<file path="config.mk">
export PLATFORM = sky130hd
export DESIGN_NAME = dram_arbiter
export DESIGN_NICKNAME = d
export VERILOG_FILES = /design/src/rtl/dram_arbiter.sv
export SDC_FILE = /design/constraint.sdc
export NUM_CORES = 1
export LEC_CHECK = 0
export CORE_MARGIN = 10
export CORE_UTILIZATION = 50
export DETAILED_ROUTE_END_ITERATION = 12
export GPL_TIMING_DRIVEN = 0
export PLACE_DENSITY = 0.84
export SETUP_SLACK_MARGIN = 0.05
export SYNTH_ARGS = -nofsm -noshare
export SYNTH_HDL_FRONTEND = slang
export SYNTH_SLANG_ARGS = --single-unit
</file>
<file path="constraint.sdc">
create_clock -name CLK -period 22.6 [get_ports CLK]
set_input_delay 4.52 -clock CLK [delete_from_list [all_inputs] [get_ports CLK]]
set_output_delay 4.52 -clock CLK [all_outputs]
set_load 0.01 [all_outputs]
</file>
<file path="src/rtl/dram_arbiter.sv">
// Two-hart DRAM arbiter: captures each hart's load/store strobe into a slot and
// serialises the slots round-robin onto the single DRAM controller port.

module dram_arbiter_slot (
  input  logic        clk,
  input  logic        rst,
  input  logic [31:0] addr,
  input  logic [31:0] wdata,
  input  logic [2:0]  ctrl,
  input  logic        le,
  input  logic        we,
  input  logic        clr,
  output logic        busy,
  output logic [31:0] sel_addr,
  output logic [31:0] sel_wdata,
  output logic [2:0]  sel_ctrl,
  output logic        sel_store
);
  logic        pend, cap, store_q;
  logic [31:0] addr_q, wdata_q;
  logic [2:0]  ctrl_q;

  // A strobe while already pending is a protocol violation and is dropped.
  assign cap  = (le | we) & ~pend;
  assign busy = pend | cap;

  always_ff @(posedge clk or posedge rst) begin
    if (rst) begin
      pend    <= 1'b0;
      addr_q  <= '0;
      wdata_q <= '0;
      ctrl_q  <= '0;
      store_q <= 1'b0;
    end else if (cap) begin
      pend    <= 1'b1;
      addr_q  <= addr;
      wdata_q <= wdata;
      ctrl_q  <= ctrl;
      store_q <= we;
    end else if (clr) begin
      pend    <= 1'b0;
    end
  end

  // Bypass lets an idle arbiter issue the command the cycle after the strobe.
  assign sel_addr  = cap ? addr  : addr_q;
  assign sel_wdata = cap ? wdata : wdata_q;
  assign sel_ctrl  = cap ? ctrl  : ctrl_q;
  assign sel_store = cap ? we    : store_q;
endmodule

module dram_arbiter #(
  parameter int NHART   = 2,
  parameter int TIMEOUT = 4095
) (
  input  logic        CLK,
  input  logic        RST,
  input  logic [31:0] w_h0_addr,
  input  logic [31:0] w_h1_addr,
  input  logic [31:0] w_h0_wdata,
  input  logic [31:0] w_h1_wdata,
  input  logic [2:0]  w_h0_ctrl,
  input  logic [2:0]  w_h1_ctrl,
  input  logic        w_h0_le,
  input  logic        w_h1_le,
  input  logic        w_h0_we,
  input  logic        w_h1_we,
  output logic        w_h0_busy,
  output logic        w_h1_busy,
  output logic [31:0] w_h_odata,
  output logic [31:0] w_grant,
  output logic [31:0] w_dram_addr,
  output logic [31:0] w_dram_wdata,
  output logic [2:0]  w_dram_ctrl,
  output logic        w_dram_le,
  output logic        w_dram_we_t,
  input  logic        w_dram_busy,
  input  logic [31:0] w_dram_odata,
  output logic        w_err
);
  typedef enum logic [2:0] {IDLE, ISSUE, WAITHI, WAITLO, DONE} state_t;

  logic [NHART-1:0][31:0] req_addr, req_wdata, v_addr, v_wdata;
  logic [NHART-1:0][2:0]  req_ctrl, v_ctrl;
  logic [NHART-1:0]       req_le, req_we, busy, clr, v_store;

  state_t      state;
  logic        rr, cur, sel, cur_store, lowcnt, timed_out;
  logic [11:0] tcnt;

  assign req_addr  = {w_h1_addr,  w_h0_addr};
  assign req_wdata = {w_h1_wdata, w_h0_wdata};
  assign req_ctrl  = {w_h1_ctrl,  w_h0_ctrl};
  assign req_le    = {w_h1_le,    w_h0_le};
  assign req_we    = {w_h1_we,    w_h0_we};
  assign w_h0_busy = busy[0];
  assign w_h1_busy = busy[1];

  for (genvar i = 0; i < NHART; i++) begin : g_slot
    assign clr[i] = (state == DONE) && (cur == 1'(i));
    dram_arbiter_slot u_slot (
      .clk       (CLK),
      .rst       (RST),
      .addr      (req_addr[i]),
      .wdata     (req_wdata[i]),
      .ctrl      (req_ctrl[i]),
      .le        (req_le[i]),
      .we        (req_we[i]),
      .clr       (clr[i]),
      .busy      (busy[i]),
      .sel_addr  (v_addr[i]),
      .sel_wdata (v_wdata[i]),
      .sel_ctrl  (v_ctrl[i]),
      .sel_store (v_store[i])
    );
  end

  // rr only matters when both harts want the port.
  always_comb begin
    sel = rr;
    if (busy[0] != busy[1]) sel = busy[1];
  end

  always_ff @(posedge CLK or posedge RST) begin
    if (RST) begin
      state        <= IDLE;
      rr           <= 1'b0;
      cur          <= 1'b0;
      cur_store    <= 1'b0;
      lowcnt       <= 1'b0;
      timed_out    <= 1'b0;
      tcnt         <= '0;
      w_grant      <= '0;
      w_dram_addr  <= '0;
      w_dram_wdata <= '0;
      w_dram_ctrl  <= '0;
      w_dram_le    <= 1'b0;
      w_dram_we_t  <= 1'b0;
      w_h_odata    <= '0;
      w_err        <= 1'b0;
    end else begin
      unique case (state)
        IDLE: if (|busy) begin
          cur          <= sel;
          cur_store    <= v_store[sel];
          w_grant      <= {31'b0, sel};
          w_dram_addr  <= v_addr[sel];
          w_dram_wdata <= v_wdata[sel];
          w_dram_ctrl  <= v_ctrl[sel];
          w_dram_le    <= ~v_store[sel];
          w_dram_we_t  <= v_store[sel];
          state        <= ISSUE;
        end
        ISSUE: begin
          w_dram_le   <= 1'b0;
          w_dram_we_t <= 1'b0;
          tcnt        <= '0;
          lowcnt      <= 1'b0;
          timed_out   <= 1'b0;
          state       <= WAITHI;
        end
        WAITHI: begin
          tcnt <= tcnt + 12'd1;
          // A controller that never raises busy finishes after two quiet cycles.
          if (w_dram_busy) state <= WAITLO;
          else if (lowcnt) state <= DONE;
          else if (tcnt == 12'(TIMEOUT - 1)) begin
            w_err     <= 1'b1;
            timed_out <= 1'b1;
            state     <= DONE;
          end else lowcnt <= 1'b1;
        end
        WAITLO: begin
          tcnt <= tcnt + 12'd1;
          if (!w_dram_busy) state <= DONE;
          else if (tcnt == 12'(TIMEOUT - 1)) begin
            w_err     <= 1'b1;
            timed_out <= 1'b1;
            state     <= DONE;
          end
        end
        DONE: begin
          if (!cur_store) w_h_odata <= timed_out ? 32'h0 : w_dram_odata;
          rr    <= ~cur;
          state <= IDLE;
        end
        default: state <= IDLE;
      endcase
    end
  end
endmodule

</file>
==> impl_metrics.json, run 1 <==
{
  "worstSetupEndpointType": "primary output",
  "first_global_vias": 9022,
  "ys.warnings.count": 0,
  "final_cycle_utilization_of_the_critical_path_pct": 46.6,
  "detail_route.drc_violations": 0,
  "first_iter_violations": 528,
  "avgViaCountPerCell": 5.20,
  "regToRegEndpoint": "w_dram_wdata[0]",
  "cap_violations": 0,
  "synth_seq_cells": 260,
  "route.antenna.remaining_nets": 0,
  "detailedPlacementHpwl_mm": 22.8,
  "worst_slew_pin_slew_ns": 0.922,
  "hold_class": "reg2reg",
  "clock_tree.htree_level_count": 1,
  "number_of_clock_buffers_inserted_by_tritoncts": 27,
  "synthesized_instance_count": 958,
  "layout_min_cycle_time_ns": 10.54,
  "cts_hold_buffers": 0,
  "tns_ns": 0,
  "area_growth_pct": 37.9,
  "final_net_count": 1471,
  "criticalPathCategory": "in2out",
  "finalMaxSlewViolations": 0,
  "worst_ir_drop_on_vdd_mv": 0.0772,
  "synth_enable_flop_cells": 0,
  "synth.area.mux_share_pct": 13.6,
  "clock_insertion_delay_at_the_later_pin_of_the_skew_report_ns": 0.53,
  "report.power.total_w": 0.00201,
  "start_util_pct": 50.7,
  "largest_family_of_logic_cells_by_synthesized_area": "multiplexers",
  "timing.reg2reg.worst_path_depth": 8,
  "whs_endpoint": "w_err",
  "clock.fmax_mhz": 94.9,
  "number_of_antenna_violations_at_the_first_check_in_global_routing": 3,
  "unrepaired_setup_endpoints_after_global_routing": "false",
  "grt_max_degree": 134,
  "global_route_wire_length_before_repair_mm": 49.5,
  "timing.final.hold_violations": 0,
  "layoutNonFillerInstCount": 1597,
  "synth_simple_gate_area_share_pct": 11.2,
  "synth_sequential_area_ratio_pct": 58.9,
  "synthesis.area_per_instance_um2": 11.5,
  "port_buffers": 277,
  "postRouteWirelength_mm": 31.5,
  "cts-root-to-sink-buffers": 3,
  "top_level_ports": 309,
  "post-cts-setup-buffers": 0,
  "highest_net_fanout_along_the_worst_path": 4,
  "routed-via-count": 8306,
  "fp.coreArea_um2": 21800,
  "fin_worst_skew_ns": 0.0138,
  "clock_sinks": 260,
  "timing.rr.start": "g_slot[0].u_slot.pend",
  "postSynth.topFlopCell": "sky130_fd_sc_hd__dfrtp_1",
  "placedCellCount": 1546,
  "fp.dieH_um": 169,
  "timing.critical_path.arrival_ns": 6.02,
  "cts.reportedPaths.clkPinSlew_ns": 0.06,
  "layout.core_utilization_pct": 69.8,
  "design.die.area_um2": 28500,
  "synthArstFlopShare_pct": 100,
  "die_x_um": 169,
  "timing.hold.worst.start": "w_err",
  "cts_root_buf": "sky130_fd_sc_hd__clkbuf_16",
  "synth.distinct_cells": 40,
  "globalRoute.totalOverflow": 0,
  "timing.hold.worst_path_depth": 1,
  "place.gp.congestion": 0.824,
  "leakage_nw": 7.37,
  "netlist_area_um2": 11100,
  "tritonroute_pass_1_iters": 5,
  "finalSetupViolations": 0,
  "critical_path_required_ns": 18.08,
  "pwr_density_cell_nw_per_um2": 132,
  "track_usage_pct": 21.6,
  "wl_per_cell_um": 19.7,
  "fp-row-count": 54,
  "post_cts_gate_resize_count": 0,
  "slew_headroom_pct": 38.5,
  "synthAdderAreaFrac_pct": 0.340,
  "tritoncts": "done",
  "run_status": "completed",
  "rrSetupSlack_ns": 19.96,
  "complex_gate_fraction_of_the_synthesized_area_pct": 8.58,
  "synth-xor-area-share_pct": 0,
  "crit_path_start_kind": "primary input",
  "post_route_cells_drive_above_1_share_pct": 15.5
}
-- critical path, stage by stage --
cell and delay [ns]:
sky130_fd_sc_hd__clkdlybuf4s50_1 0.49, sky130_fd_sc_hd__nor3_1 0.38, sky130_fd_sc_hd__inv_1 0.12, sky130_fd_sc_hd__clkdlybuf4s50_1 0.51
-- power breakdown --
part           switching (W)  internal (W)
combinational       0.000411      0.000373
sequential         0.0000881      0.000686
clock               0.000183      0.000267
total               0.000682       0.00133
-- cells by family (layout without fill, tap and decap cells) --
| logic type | after synthesis | count (layout) |
|---|---|---|
| flops | 260 | 260 |
| simple gates | 253 | 253 |
| compound gates | 138 | 138 |
| other cells | 1 | 33 |
| buf+inv | 162 | 489 |
| fa+ha+maj | 3 | 3 |
| mux | 141 | 141 |
-- metal layers --
metal | track usage [%] | share of wire [%] | up-vias | wire [um]
li1 | - | - | 3886 | -
met1 | 26.5 | 41 | 4108 | 13000
met2 | 36.3 | 48 | 262 | 15300
met3 | 6.60 | 8.0 | 48 | 2500
met4 | 5.22 | 2.3 | 2 | 739
met5 | 0 | 0.032 | - | 10
-- state kept, by name (all words and copies together) (netlist names) --
register	cells
g_slot.u_slot.pend	2
w_dram_wdata	32
g_slot.u_slot.store_q	2
rr	1
w_dram_ctrl	3
w_dram_we_t	1
g_slot.u_slot.wdata_q	64
g_slot.u_slot.addr_q	64
w_err	1
g_slot.u_slot.ctrl_q	6
lowcnt	1
w_dram_le	1
state	3
tcnt	12
cur	1
timed_out	1
cur_store	1
w_h_odata	32
w_dram_addr	32
-- how the worst max path moves through the flow --
| stage | startpoint | endpoint | slack, ns | cells past startpoint |
|---|---|---|---|---|
| detailed placement | w_h0_we | w_h0_busy | 12.06 | 4 |
| global route | w_h1_we | w_h1_busy | 11.99 | 4 |
| CTS | w_h0_we | w_h0_busy | 12.06 | 4 |
| floorplan | RST | cur | 10.92 | 1 |
| global placement | RST | g_slot[1].u_slot.addr_q[22] | 7.74 | 2 |
| finish | w_h1_we | w_h1_busy | 12.06 | 4 |
-- layout by cell type, fill, tap and decap left out, drive strengths merged, types with 2 or more instances in the layout --
| master | netlist | final |
|---|---|---|
| clkdlybuf4s50 | 0 | 277 |
| dfrtp | 260 | 260 |
| nand2 | 111 | 111 |
| mux2 | 73 | 73 |
| inv | 71 | 71 |
| buf | 70 | 71 |
| o211ai | 69 | 69 |
| nand3 | 69 | 69 |
| mux2i | 68 | 68 |
| clkbuf | 21 | 56 |
| o21ai | 43 | 43 |
| nand2b | 40 | 40 |
| conb | 1 | 31 |
| clkinv | 0 | 10 |
| nor2 | 10 | 10 |
| nor3 | 6 | 6 |
| a22o | 6 | 6 |
| and3 | 4 | 4 |
| a21oi | 4 | 4 |
| o21bai | 3 | 3 |
| a31oi | 3 | 3 |
| a21o | 3 | 3 |
| o31ai | 3 | 3 |
| ha | 3 | 3 |
| diode | 0 | 2 |
| or4 | 2 | 2 |
| nor2b | 2 | 2 |
| and4 | 2 | 2 |
| or2 | 2 | 2 |
| nand4 | 2 | 2 |
| clkinvlp | 0 | 2 |
| bufinv | 0 | 2 |
-- cell usage after synthesis, types with 4 or more instances --
cell                       count  area, um^2
sky130_fd_sc_hd__and3_1        4        25.0
sky130_fd_sc_hd__nand2_1     111         417
sky130_fd_sc_hd__dfrtp_1     260        6510
sky130_fd_sc_hd__inv_1        71         267
sky130_fd_sc_hd__nand3_1      68         340
sky130_fd_sc_hd__a22o_1        6        52.6
sky130_fd_sc_hd__a21oi_1       4        20.0
sky130_fd_sc_hd__o21ai_1      14        70.1
sky130_fd_sc_hd__o211ai_1     69         518
sky130_fd_sc_hd__mux2_2       73         822
sky130_fd_sc_hd__buf_2        26         130
sky130_fd_sc_hd__nand2b_1     40         250
sky130_fd_sc_hd__nor3_1        6        30.0
sky130_fd_sc_hd__buf_4        41         308
sky130_fd_sc_hd__mux2i_1      68         681
sky130_fd_sc_hd__o21ai_0      28         140
sky130_fd_sc_hd__clkbuf_1     21        78.8
sky130_fd_sc_hd__nor2_1        9        33.8
-- metrics by stage --
stage	worst slack [ns]	hold slack (ns)	instance area [um^2]
floorplan	10.92	0.441	11200
global placement	7.74	0.450	14300
detailed placement	12.06	0.451	14300
CTS	12.06	0.470	15200
global route	11.99	0.491	15200
finish	12.06	0.465	15200
-- area by class of cell --
cell class                 count  area (um^2)
clock buffer                  35          786
antenna                        2         5.00
timing repair buffer         278         2800
sequential                   260         6510
clock inverter                14          125
multi-input combinational    566         3840
inverter                      71          274
buffer                        91          551
tap                          280          350
fill                        1583         6580
No activity file was read; power rests on OpenSTA's default activity.
==> run 2: changes to the inputs <==
--- a/config.mk
+++ b/config.mk
@@ -6,10 +6,10 @@
 export NUM_CORES = 1
 export LEC_CHECK = 0
 export CORE_MARGIN = 10
-export CORE_UTILIZATION = 50
+export CORE_UTILIZATION = 48
 export DETAILED_ROUTE_END_ITERATION = 12
 export GPL_TIMING_DRIVEN = 0
-export PLACE_DENSITY = 0.84
+export PLACE_DENSITY = 0.81
 export SETUP_SLACK_MARGIN = 0.05
 export SYNTH_ARGS = -nofsm -noshare
 export SYNTH_HDL_FRONTEND = slang
==> constraint.sdc (replaced) <==
create_clock -name CLK -period 10.22 [get_ports CLK]
set_input_delay 2.044 -clock CLK [delete_from_list [all_inputs] [get_ports CLK]]
set_output_delay 2.044 -clock CLK [all_outputs]
set_load 0.01 [all_outputs]
==> run 2 against run 1 <==
First-iteration DRC count up 25%. Power is 120% higher. Via count up 0.78%. Utilization decreased by 2.2 points. Wire length is 0.22% higher. Largest cell class unchanged.
==> impl_metrics.json, run 2 (synthesis results as in run 1) <==
{
  "grt_max_degree": 129,
  "report.power.total_w": 0.00446,
  "track_usage_pct": 21.0,
  "highest_net_fanout_along_the_worst_path": 3,
  "slew_headroom_pct": 42.5,
  "final_cycle_utilization_of_the_critical_path_pct": 54.4,
  "number_of_antenna_violations_at_the_first_check_in_global_routing": 1,
  "pwr_density_cell_nw_per_um2": 291,
  "fraction_of_met1_tracks_used_by_global_routing_pct": 25.3,
  "use_met2_pct": 35.6,
  "postRouteWirelength_mm": 31.5,
  "clock_sinks": 260,
  "top_level_ports": 309,
  "postLayoutSetupSlackWorst_ns": 4.66,
  "worstSetupEndpointType": "primary output",
  "start_util_pct": 48.8,
  "worst_ir_drop_on_vdd_mv": 0.181,
  "tns_ns": 0,
  "globalRoute.busiestLayer": "met2",
  "run_status": "completed",
  "cts-root-to-sink-buffers": 3,
  "layout_min_cycle_time_ns": 5.56,
  "number_of_clock_buffers_inserted_by_tritoncts": 27,
  "layout.cells.most_common_list": "277 x sky130_fd_sc_hd__clkdlybuf4s50_1, 260 x sky130_fd_sc_hd__dfrtp_1, 111 x sky130_fd_sc_hd__nand2_1",
  "place.gp.congestion": 0.797,
  "first_iter_violations": 658,
  "hold_class": "reg2reg",
  "detailedPlacementHpwl_mm": 23.1,
  "routed-via-count": 8371,
  "first_global_vias": 8942,
  "final_net_count": 1472,
  "design.die.area_um2": 29500,
  "layoutNonFillerInstCount": 1605,
  "slowest_delay_ns": 0.49,
  "global_route_wire_length_before_repair_mm": 49.1,
  "clock_insertion_delay_at_the_later_pin_of_the_skew_report_ns": 0.54,
  "fin_worst_skew_ns": 0.00985,
  "die_x_um": 172,
  "area_growth_pct": 38.4,
  "fp.coreArea_um2": 22600,
  "route.antenna.remaining_nets": 0,
  "detail_route.drc_violations": 0,
  "avgViaCountPerCell": 5.22,
  "cts_hold_buffers": 0,
  "globalRoute.totalOverflow": 0,
  "filler_cell_count": 1717,
  "post-cts-setup-buffers": 0,
  "cts_root_buf": "sky130_fd_sc_hd__clkbuf_16",
  "dpl_cell_area_um2": 14400,
  "fp.dieH_um": 172,
  "post-route-cell-area_um2": 15300,
  "fp-row-count": 55,
  "finalMaxSlewViolations": 0,
  "clock_tree.htree_level_count": 1,
  "placedCellCount": 1552,
  "criticalPathCategory": "in2out",
  "grt_util_met3_pct": 7.04,
  "post_route_cells_drive_above_1_share_pct": 15.2,
  "layout.cells.most_common": "sky130_fd_sc_hd__clkdlybuf4s50_1",
  "tritoncts": "done",
  "timing.critical_path.arrival_ns": 3.52,
  "crit_path_cell_trace": "clkdlybuf4s50_1, nor3_1, inv_1, clkdlybuf4s50_1",
  "port_buffers": 277,
  "tritonroute_pass_1_iters": 5,
  "critical_path_required_ns": 8.18,
  "worst_setup_timing_slack_at_the_placement_stage_ns": 4.64,
  "clock.fmax_mhz": 180,
  "worst_slew_pin_slew_ns": 0.860,
  "cap_violations": 0,
  "leakage_nw": 7.39,
  "unrepaired_setup_endpoints_after_global_routing": "false",
  "post_cts_gate_resize_count": 0,
  "cts.reportedPaths.clkPinSlew_ns": 0.06,
  "finalSetupViolations": 0,
  "largest_registers_in_the_final_layout": "g_slot.u_slot.addr_q: 64 flops, g_slot.u_slot.wdata_q: 64 flops",
  "critPathSlowestCell": "sky130_fd_sc_hd__clkdlybuf4s50_1",
  "crit_path_start_kind": "primary input",
  "timing.final.hold_violations": 0,
  "crit_path_frequent_cell": "sky130_fd_sc_hd__clkdlybuf4s50_1",
  "wl_per_cell_um": 19.7
}
## run 2: cell types whose count changed in the layout (fill, tap and decap cells not counted)
cell,change
sky130_fd_sc_hd__clkinv_2,-5
sky130_fd_sc_hd__bufinv_16,+1
sky130_fd_sc_hd__clkbuf_1,+6
sky130_fd_sc_hd__diode_2,+1
sky130_fd_sc_hd__inv_16,+1
sky130_fd_sc_hd__clkbuf_8,-1
sky130_fd_sc_hd__buf_16,+1
sky130_fd_sc_hd__clkinvlp_4,-1
## run 2: critical path, delay by kind of cell
family | cells | cell delay (ns)
simple gates | 1 | 0.45
buf+inv | 3 | 1.01
## run 2: per-stage QoR
stage,hold slack [ns],util (%)
floorplan,0.441,-
global placement,0.450,63.1
detailed placement,0.452,63.4
CTS,0.470,67.6
global route,0.485,67.6
finish,0.466,67.6
## run 2: worst paths after layout
path / start / to / slack [ns] / depth (start not counted)
min reg2reg: w_err / w_err / 0.47 / 1
max: w_h0_we / w_h0_busy / 4.66 / 4
max in group asynchronous: RST / g_slot[0].u_slot.wdata_q[9] / 7.48 / 3
min in group asynchronous: RST / w_h_odata[22] / 1.85 / 2
max reg2reg: g_slot[0].u_slot.pend / w_dram_addr[20] / 7.55 / 7
min: w_err / w_err / 0.47 / 1
## run 2: layout make-up
type / count / area, um^2 / area share [%]
timing repair buffer: 279 / 2830 / 18.5
sequential: 260 / 6510 / 42.5
buffer: 91 / 551 / 3.60
clock inverter: 10 / 143 / 0.932
antenna: 3 / 7.51 / 0.0491
multi-input combinational: 566 / 3840 / 25.1
inverter: 71 / 274 / 1.79
tap: 285 / 357 / 2.33
clock buffer: 40 / 795 / 5.19
## run 2: report_power, final
group	switching [W]	leakage (nW)	internal [W]
registers	0.000197	3.16	0.00152
clock network	0.000411	0.462	0.000616
logic	0.000892	3.76	0.000826
## run 2: metal layers
metal | wire length (um) | part of all wire, % | up-vias
li1 | - | - | 3885
met1 | 12700 | 40 | 4166
met2 | 15300 | 49 | 269
met3 | 2840 | 9.0 | 49
met4 | 672 | 2.1 | 2
met5 | 13 | 0.041 | -
==> run 3: changes to the inputs <==
==> constraint.sdc (replaced) <==
create_clock -name CLK -period 5.6 [get_ports CLK]
set_input_delay 1.12 -clock CLK [delete_from_list [all_inputs] [get_ports CLK]]
set_output_delay 1.12 -clock CLK [all_outputs]
set_load 0.01 [all_outputs]
==> run 3 against run 2 <==
Clock power increased by 86%. Final cell count up 0.19%. Sequential power up 83%. Wire length is 0.94% higher. Die area unchanged. Register-to-register slack worse by 4.6 ns. Worst hold slack better by 0.0098 ns. Sequential share of layout area fell by 0.29 points. Combinational power increased by 84%. First-iteration DRC count decreased by 10%. Design area grew 0.69%. Global-route usage rose by 0.11 points.
==> impl_metrics.json, run 3 (synthesis results as in run 1) <==
{
  "number_of_antenna_violations_at_the_first_check_in_global_routing": 2,
  "layout.cells.most_common": "sky130_fd_sc_hd__clkdlybuf4s50_1",
  "worst_ir_drop_on_vdd_mv": 0.315,
  "run_status": "completed",
  "slowest_delay_ns": 0.49,
  "port_buffers": 277,
  "fp-row-count": 55,
  "timing.hold.worst_path_depth": 1,
  "routed-via-count": 8331,
  "fin_worst_skew_ns": 0.0120,
  "hold_class": "reg2reg",
  "unrepaired_setup_endpoints_after_global_routing": "false",
  "finalSetupViolations": 0,
  "grt_max_degree": 44,
  "combinational_fraction_of_design_power_pct": 38.5,
  "layout.core_utilization_pct": 68.1,
  "post_cts_gate_resize_count": 0,
  "avgViaCountPerCell": 5.18,
  "timing.reg2reg.worst_path_depth": 8,
  "criticalPathCategory": "in2out",
  "top_level_ports": 309,
  "tritoncts": "done",
  "power.sequential.fraction_pct": 38.1,
  "worst_slew_pin_slew_ns": 0.823,
  "post-cts-setup-buffers": 0,
  "rrSetupSlack_ns": 2.91,
  "worstSetupEndpointType": "primary output",
  "cts-root-to-sink-buffers": 3,
  "detailedPlacementHpwl_mm": 23.5,
  "post_route_cells_drive_above_1_share_pct": 15.9,
  "globalRoute.totalOverflow": 0,
  "start_util_pct": 48.8,
  "path_buf_inv": 3,
  "timing.critical_path.arrival_ns": 2.59,
  "p_clk_share_pct": 23.4,
  "slew_headroom_pct": 45.0,
  "crit_path_start_kind": "primary input",
  "cts.reportedPaths.clkPinSlew_ns": 0.06,
  "wl_per_cell_um": 19.8,
  "global_route_wire_length_before_repair_mm": 49.5,
  "place.gp.congestion": 0.809,
  "intPower_w": 0.00545,
  "highest_net_fanout_along_the_worst_path": 4,
  "finalMaxSlewViolations": 0,
  "tns_ns": 0,
  "critical-path-top-delay-family": "buffers and inverters",
  "worst_setup_path_startpoint": "w_h1_we",
  "layout_min_cycle_time_ns": 3.71,
  "largest_registers_in_the_final_layout": "g_slot.u_slot.addr_q: 64 flops, g_slot.u_slot.wdata_q: 64 flops",
  "timing.hold.worst.start": "cur_store",
  "crit_path_cell_trace": "clkdlybuf4s50_1, nor3_1, inv_1, clkdlybuf4s50_1",
  "die_x_um": 172,
  "first_iter_violations": 590,
  "whs_endpoint": "cur_store",
  "detail_route.drc_violations": 0,
  "area_growth_pct": 39.4,
  "first_global_vias": 8908,
  "route.antenna.remaining_nets": 0,
  "layout.cells.most_common_list": "277 x sky130_fd_sc_hd__clkdlybuf4s50_1, 260 x sky130_fd_sc_hd__dfrtp_1, 111 x sky130_fd_sc_hd__nand2_1",
  "crit_path_frequent_cell": "sky130_fd_sc_hd__clkdlybuf4s50_1",
  "regToRegEndpoint": "w_dram_ctrl[0]",
  "timing.rr.start": "g_slot[1].u_slot.pend",
  "critPathSlowestCell": "sky130_fd_sc_hd__clkdlybuf4s50_1",
  "clock_sinks": 260,
  "cts_root_buf": "sky130_fd_sc_hd__clkbuf_16",
  "tritonroute_pass_1_iters": 6,
  "cap_violations": 0,
  "timing.final.hold_violations": 0,
  "power.switching_w": 0.00277,
  "fp.dieH_um": 172,
  "clock_tree.htree_level_count": 1,
  "clock.fmax_mhz": 269,
  "track_usage_pct": 21.1,
  "final_cycle_utilization_of_the_critical_path_pct": 66.3,
  "number_of_clock_buffers_inserted_by_tritoncts": 27,
  "leakage_nw": 7.43,
  "pwr_density_cell_nw_per_um2": 533,
  "clock_insertion_delay_at_the_later_pin_of_the_skew_report_ns": 0.53,
  "postRouteWirelength_mm": 31.8,
  "fraction_of_power_spent_switching_nets_pct": 33.7,
  "cts_hold_buffers": 0,
  "fin_hold_ws_ns": 0.476,
  "design.die.area_um2": 29500,
  "filler_cell_count": 1705,
  "critical_path_required_ns": 4.48,
  "final_net_count": 1477,
  "fp.coreArea_um2": 22600
}
[run 3: cell types whose count changed in the layout (fill, tap and decap cells not counted), sizes merged]
cell / previous run / this run
bufinv: 3 / 5
clkinv: 5 / 8
diode: 3 / 1
clkbuf: 61 / 53
clkinvlp: 1 / 5
inv: 72 / 71
buf: 72 / 77
[run 3: layout make-up]
class                           instances  area, um^2  area share, %
Antenna cell                            1        2.50         0.0162
Buffer                                 91         551           3.57
Clock buffer                           32         734           4.77
Clock inverter                         18         233           1.51
Inverter                               71         270           1.75
Multi-Input combinational cell        566        3840           24.9
Sequential cell                       260        6510           42.2
Tap cell                              285         357           2.31
Timing Repair Buffer                  284        2910           18.9
[run 3: layer usage]
layer	global-route usage (%)	wire, um	share of wire, %	vias to the layer above
met2	35.6	15600	49	305
li1	-	-	-	3890
met1	25.6	12200	38	4082
met3	6.58	3180	10	52
met4	6.07	855	2.7	2
met5	0	18	0.057	-
[run 3: through the flow]
step / instance area (um^2) / setup WS (ns) / cells / power (W)
after floorplan: 11200 / 1.05 / 988 / 0.00485
after global placement: 14300 / -0.865 / 1550 / 0.00618
after detailed placement: 14400 / 1.58 / 1557 / 0.00633
after CTS: 15400 / 1.85 / 1607 / 0.00830
after global routing: 15400 / 1.79 / 1608 / 0.00874
final: 15400 / 1.89 / 1608 / 0.00822
[run 3: worst max-delay path by stage]
stage	end	cells past startpoint	slack, ns
floorplan	cur	1	1.05
global placement	g_slot[0].u_slot.wdata_q[12]	2	-0.87
detailed placement	w_dram_ctrl[0]	9	1.58
CTS	w_h1_busy	4	1.85
global route	w_h1_busy	4	1.79
finish	w_h1_busy	4	1.89
[run 3: power by group through the flow]
stage          Combinational (W)  Sequential, W  Clock (W)
6_report                 0.00317        0.00313    0.00192
5_1_grt                  0.00350        0.00322    0.00203
4_1_cts                  0.00321        0.00313    0.00196
3_5_place_dp             0.00318        0.00315          0
3_3_place_gp             0.00306        0.00312          0
2_1_floorplan            0.00161        0.00324          0
